`config.mk`:
```
export PLATFORM = sky130hd
export DESIGN_NAME = s2p_rr_arbiter
export DESIGN_NICKNAME = d
export VERILOG_FILES = /design/src/rtl/s2p_rr_arbiter.sv
export SDC_FILE = /design/constraint.sdc
export NUM_CORES = 1
export LEC_CHECK = 0
export ABC_AREA = 1
export CAP_MARGIN = 20
export CORE_MARGIN = 2
export CORE_UTILIZATION = 60
export CTS_CLUSTER_DIAMETER = 100
export DETAILED_ROUTE_END_ITERATION = 6
export DONT_BUFFER_PORTS = 1
export GPL_TIMING_DRIVEN = 0
export PLACE_DENSITY = 0.76
export SLEW_MARGIN = 40
export SYNTH_ARGS = -nofsm -noshare
export SYNTH_HDL_FRONTEND = slang
export SYNTH_SLANG_ARGS = --single-unit
```
`constraint.sdc`:
```
create_clock -name clk -period 5.76 [get_ports clk]
set_clock_uncertainty 0.05 [all_clocks]
set_input_delay 0.864 -clock clk [delete_from_list [all_inputs] [get_ports clk]]
set_output_delay 0.864 -clock clk [all_outputs]
set_load 0.005 [all_outputs]
```
`src/rtl/s2p_rr_arbiter.sv`:
```
// Round-robin arbiter that lends one serial-to-parallel deserializer to NUM_SRC
// serial sources, holding each grant for one whole FRAME_BITS-beat frame.
module s2p_rr_arbiter #(
    parameter int NUM_SRC    = 4,
    parameter int FRAME_BITS = 6,
    parameter int ID_W       = 2
) (
    input  logic               clk,
    input  logic               rst,
    input  logic [NUM_SRC-1:0] req_valid,
    input  logic [NUM_SRC-1:0] req_data,
    output logic [NUM_SRC-1:0] req_ready,
    output logic               s_valid,
    output logic               s_data,
    input  logic               s_ready,
    output logic [ID_W-1:0]    s_id,
    output logic               s_last,
    output logic               busy
);
    localparam int CNT_W = (FRAME_BITS > 1) ? $clog2(FRAME_BITS) : 1;

    typedef enum logic {IDLE, BUSY} state_t;

    state_t             st, st_nxt;
    logic [ID_W-1:0]    grant, grant_nxt;
    logic [ID_W-1:0]    ptr, ptr_nxt, ptr_after;
    logic [CNT_W-1:0]   cnt, cnt_nxt;
    logic [ID_W-1:0]    arb_start, arb_win;
    logic [NUM_SRC-1:0] arb_mask;
    logic               arb_found;
    logic               beat;

    assign ptr_after = ID_W'((int'(grant) + 1) % NUM_SRC);

    // At frame end the search starts past the finishing source and skips it,
    // so the re-grant lands on the same edge with no bubble.
    always_comb begin
        logic [ID_W-1:0] idx;
        idx       = '0;
        arb_start = (st == BUSY) ? ptr_after : ptr;
        arb_mask  = req_valid;
        if (st == BUSY) begin
            arb_mask[grant] = 1'b0;
        end
        arb_found = 1'b0;
        arb_win   = '0;
        for (int i = 0; i < NUM_SRC; i++) begin
            idx = ID_W'((int'(arb_start) + i) % NUM_SRC);
            if (!arb_found && arb_mask[idx]) begin
                arb_found = 1'b1;
                arb_win   = idx;
            end
        end
    end

    always_comb begin
        st_nxt    = st;
        grant_nxt = grant;
        ptr_nxt   = ptr;
        cnt_nxt   = cnt;
        s_valid   = 1'b0;
        s_data    = 1'b0;
        s_last    = 1'b0;
        s_id      = '0;
        busy      = 1'b0;
        req_ready = '0;
        beat      = 1'b0;
        case (st)
            IDLE: begin
                if (arb_found) begin
                    st_nxt    = BUSY;
                    grant_nxt = arb_win;
                    cnt_nxt   = '0;
                end
            end
            BUSY: begin
                s_valid          = req_valid[grant];
                s_data           = req_data[grant];
                req_ready[grant] = s_ready;
                s_id             = grant;
                busy             = 1'b1;
                s_last           = (cnt == CNT_W'(FRAME_BITS - 1));
                beat             = s_valid & s_ready;
                if (beat) begin
                    if (s_last) begin
                        cnt_nxt = '0;
                        ptr_nxt = ptr_after;
                        if (arb_found) begin
                            grant_nxt = arb_win;
                        end else begin
                            st_nxt = IDLE;
                        end
                    end else begin
                        cnt_nxt = cnt + 1'b1;
                    end
                end
            end
        endcase
    end

    always_ff @(posedge clk) begin
        if (rst) begin
            st    <= IDLE;
            grant <= '0;
            ptr   <= '0;
            cnt   <= '0;
        end else begin
            st    <= st_nxt;
            grant <= grant_nxt;
            ptr   <= ptr_nxt;
            cnt   <= cnt_nxt;
        end
    end
endmodule
```
==> results.md, run 1 <==
* PwrDens at 216 nW/um^2
* CTS sink count at 8
* Slew margin rel. at 66.7%
* Register Area at 160 um^2
* Largest net degree at the start of global routing at 11
* Max Slew Vio Count at 0
* Vias per cell at 5.42
* Design area at 1010 um^2
* Total routing usage reported by global routing at 23.5%
* Clock latency on the worst-skew pair at 250 ps
* Die W at 44.2 um
* Syn Inst Count at 170
* TritonRoute pass-1 iters at 4
* Worst Path Required at 4850 ps
* LEAKAGE at 0.530 nW
* Outcome: complete, no violations
* Via count at 1024
* Clock-pin slew on the worst setup and hold paths at 50 ps
* WL/cell at 11.2 um
* Worst hold path class: register to register
* Warnings from Yosys at 0
* Commonest non-fill, non-tap cell in the layout: nand2_1
* First-pass GRT wire length at 3430 um
* Final Hold Fails at 0
* Max Clk Rate at 450 MHz
* Layout cells sized above 1 at 19.7%
* Worst path max stage delay at 370 ps
* Critical path arrival at 1310 ps
* Commonest cells after routing, fill and taps aside: nand2_1, nor2_1, nand2_2
* Num CTS Buffers at 3
* Postcts setup bufs at 0
* Placed cell area at 991 um^2
* Delay-heaviest family, CP: flip-flops
* VDD IR max at 0.170 mV
* Final WL at 2120 um
* I/O pins at 21
* RSZ-0062 raised after global routing: no
* Crit Path Max Fanout at 8
* Core Area at 1510 um^2
* Endpoints failing setup at 0
* I/O Buffers at 0
* # DRC at 0
* CTS hold repair buffers at 0
* Starting density of the core at 64.5%
* Row cnt at 14
* Vias in the first global route at 847
* Final #Nets at 190
* Synth Register Bits at 8
* Final GP Congestion at 0.815
* Area grow syn2layout at 4.38%
* H-tree Lvls at 1
* Syn Nets at 185
* Fin Setup TNS at 0 ps
* CTS tree: built
* Tightest Pin Transition at 495 ps
* DP Wirelength at 1730 um
* Post-route ant nets at 0
* Initial antenna violation count at 0
* Netlist Area Pre-Place at 971 um^2
* Die area at 1960 um^2
* Crit share post-route at 38.6%
* Drt initial violations at 40
* Sequential area share after synthesis at 16.5%
* Root Driver: clkbuf_4
* # diodes at 0
* Resized Gates After CTS at 0
* Overflow after GRT at 0
* Final Critical Period at 2220 ps
* Die H at 44.2 um
* Slowest CP cell: dfxtp_1
* Area of the multi-input gates at 723 um^2
* Syn Area/Cell at 5.71 um^2
* Max Buffers Root-to-Sink at 2
* Critical path class: register to primary output
* Fill cell count at 153
* Crit start category: register
* Critical path capture point type: primary output
* Synth unique cells at 23
* Worst path bufs/invs at 2
* Number of max-cap violations at 0
* Worst path cell trace: buf_2, inv_2, ha_1, nand2_1, nor2_1
## flip-flops by register name, summed over array words and instances, names as in the netlist
register  flops
ptr           2
st            1
cnt           3
grant         2
## synthesized netlist by cell type
cell type  number  share of area [%]
nand2_8         1                2.1
nand2_1        59                 23
nand2_4         4                4.6
buf_6           1                1.2
nand4_1         1               0.64
nor2_1         20                7.7
nor3_1          2                1.0
inv_2           4                1.5
a21oi_2         1               0.90
ha_1            4                5.2
dfxtp_1         8                 16
o21bai_1        1               0.77
o21ai_2         1               0.90
o21ai_1         1               0.51
nand2_2        16                 10
inv_1          15                5.8
nand4_2         1                1.3
o21ai_0         8                4.1
o211ai_1        1               0.77
nand3_1         8                4.1
a21oi_1        11                5.7
buf_2           1               0.51
nand3_2         1                1.0
## per-layer routing
| layer | part of all wire [%] | global-route usage, % | up-vias |
|---|---|---|---|
| met5 | 0 | 0 | - |
| met4 | 0.66 | 5.45 | 0 |
| met3 | 4.9 | 4.90 | 5 |
| met2 | 46 | 40.6 | 28 |
| met1 | 48 | 29.8 | 451 |
| li1 | - | - | 540 |
## path summary, 6_finish.rpt
path / start / endpoint / slack (ps) / depth (start not counted)
hold reg to reg: ptr[1] / ptr[1] / 410 / 2
setup / recovery: grant[0] / req_ready[2] / 3540 / 5
setup reg to reg: grant[0] / grant[1] / 3560 / 17
hold / removal: ptr[1] / ptr[1] / 410 / 2
## cells by family after synthesis
logic type / synth area share [%]
AO/OA/AOI/OAI: 13.7
buffers and inverters: 9.02
flip-flops: 16.5
adder cells (fa/ha/maj): 5.15
AND/OR/NAND/NOR: 55.7
## tightest hold or removal path: stages (launching register included)
cell,delay (ps)
dfxtp_1,300
inv_1,60
a21oi_1,50
## stage by stage
stage | utilization [%] | worst slack [ps] | power [mW] | std cells | hold WS (ps)
5_1_grt | 67.3 | 3370 | 0.239 | 189 | 440
3_3_place_gp | 65.8 | 3580 | 0.174 | 186 | 403
2_1_floorplan | - | 3630 | 0.158 | 170 | 393
6_report | 67.3 | 3540 | 0.219 | 189 | 414
4_1_cts | 67.3 | 3530 | 0.221 | 189 | 413
3_5_place_dp | 65.8 | 3570 | 0.178 | 186 | 406
## report_power, final
group | switching [mW] | leakage, nW | internal [mW]
combinational | 0.0772 | 0.451 | 0.0369
clock | 0.0177 | 0.0138 | 0.0237
sequential | 0.00441 | 0.0654 | 0.0587
total | 0.0993 | 0.530 | 0.119
## cell type report
class	count	share of cell area, %
clock buffers	3	2.22
plain buffers	2	1.60
multi-input cells	141	71.4
flip-flops and latches	8	15.8
well taps	16	1.98
inverters	19	7.04
Power figures use the tool's default switching activity.
==> inputs of run 2 (changes only) <==
==> constraint.sdc (replaced) <==
create_clock -name clk -period 2.1 [get_ports clk]
set_clock_uncertainty 0.05 [all_clocks]
set_input_delay 0.315 -clock clk [delete_from_list [all_inputs] [get_ports clk]]
set_output_delay 0.315 -clock clk [all_outputs]
set_load 0.005 [all_outputs]
==> results.md, run 2 (synthesis results as in run 1) <==
* RSZ-0062 raised after global routing: no
* Inst Count DP at 186
* Non-Filler Instances at 189
* Final Critical Period at 1960 ps
* Layout cells sized above 1 at 22.0%
* DP Wirelength at 1730 um
* PwrDens at 591 nW/um^2
* WL/cell at 11.1 um
* CTS tree: built
* Vias in the first global route at 845
* Drt initial violations at 29
* Postcts setup bufs at 0
* Clock latency on the worst-skew pair at 250 ps
* Worst Path Required at 2200 ps
* Endpoints failing setup at 0
* Critical path arrival at 2060 ps
* VDD IR max at 0.475 mV
* Outcome: complete, no violations
* Final Hold Fails at 0
* I/O pins at 21
* Max Slew Vio Count at 0
* Worst hold path depth at 1
* Design area at 1040 um^2
* Critical path capture point type: register
* LEAKAGE at 0.533 nW
* # DRC at 0
* Row cnt at 14
* Final #Nets at 190
* # diodes at 0
* Clock-pin slew on the worst setup and hold paths at 50 ps
* Final GP Congestion at 0.815
* Max Buffers Root-to-Sink at 2
* Via count at 1037
* I/O Buffers at 0
* Num CTS Buffers at 3
* Root Driver: clkbuf_4
* Area grow syn2layout at 7.09%
* Final WL at 2110 um
* Total routing usage reported by global routing at 23.4%
* TritonRoute pass-1 iters at 4
* Reg2reg path depth at 17
* Crit start category: register
* Initial antenna violation count at 0
* Commonest non-fill, non-tap cell in the layout: nand2_1
* Vias per cell at 5.49
* Die area at 1960 um^2
* Starting density of the core at 64.5%
* Slew margin rel. at 66.8%
* Commonest cells after routing, fill and taps aside: nand2_1, nor2_1, nand2_2
* Flop2flop setup slack at 140 ps
* First-pass GRT wire length at 3400 um
* Die H at 44.2 um
* Max reg flops at 3
* Worst path cell trace: buf_6, inv_4, ha_4, inv_1, nand2_2, nand2_4, nand2_1, nand2_2, nand2_2, nand2_4, nand2_2, nor2_1, nand2_1, nand2_1, nand2_1, nor2_1, nor2_1
* Max Clk Rate at 510 MHz
* Largest Register: cnt
* Largest net degree at the start of global routing at 11
* Core Area at 1510 um^2
* Critical path class: register to register
* Crit Path Max Fanout at 8
* Number of max-cap violations at 0
* Fin Setup TNS at 0 ps
* Post-route ant nets at 0
* Placed cell area at 991 um^2
* Die W at 44.2 um
* Largest regs: cnt (3), grant (2), ptr (2)
* H-tree Lvls at 1
* CTS sink count at 8
* Worst path max stage delay at 360 ps
* Worst hold path class: input pin to register
* Power consumption at 0.615 mW
* Crit share post-route at 93.4%
* Slowest CP cell: dfxtp_2
* Tightest Pin Transition at 494 ps
* Overflow after GRT at 0
-- run 2: area by class of cell --
cell class,instances,area (um^2)
tap,16,20.0
buffer,2,22.5
clock buffer,3,22.5
multi-input combinational,141,738
inverter,19,73.8
sequential,8,163
fill,153,467
-- run 2: power by group --
group	total, mW	internal, mW	switching (mW)
Sequential	0.175	0.162	0.0128
Clock	0.113	0.0651	0.0482
Combinational	0.326	0.111	0.215
-- run 2: worst paths after layout --
path / startpoint / endpoint
min reg2reg: ptr[1] / ptr[1]
max reg2reg: grant[0] / grant[1]
min: rst / cnt[2]
max: grant[0] / grant[1]
-- run 2: critical path: cells and delay by family (launching register included) --
| family | cells | cell delay [ps] |
|---|---|---|
| and+or+nand+nor | 13 | 940 |
| DFF | 1 | 360 |
| buffers and inverters | 3 | 270 |
| adders and majority gates | 1 | 250 |
-- run 2: metrics by stage --
| stage | hold slack (ps) | util (%) | setup slack, ps |
|---|---|---|---|
| floorplan | 327 | - | 156 |
| global placement | 332 | 65.8 | -22.7 |
| detailed placement | 332 | 65.8 | -93.7 |
| CTS | 64.7 | 68.3 | 41.1 |
| global route | 57.8 | 69.0 | 2.39 |
| finish | 70.8 | 69.0 | 139 |
-- run 2: repair_timing --
item / in CTS / in global routing
endpoints found under the setup margin: 6 / 6
pin swaps: 0 / 1
hold buffers: 0 / 0
gates resized for setup: 2 / 5
-- run 2: layer usage --
layer  vias up  part of all wire (%)  GRT usage, %
li1        544                     -             -
met1       454                    46          29.0
met2        34                    45          41.2
met3         5                   8.0          4.90
met4         0                  0.67          5.45
met5         -                     0             0
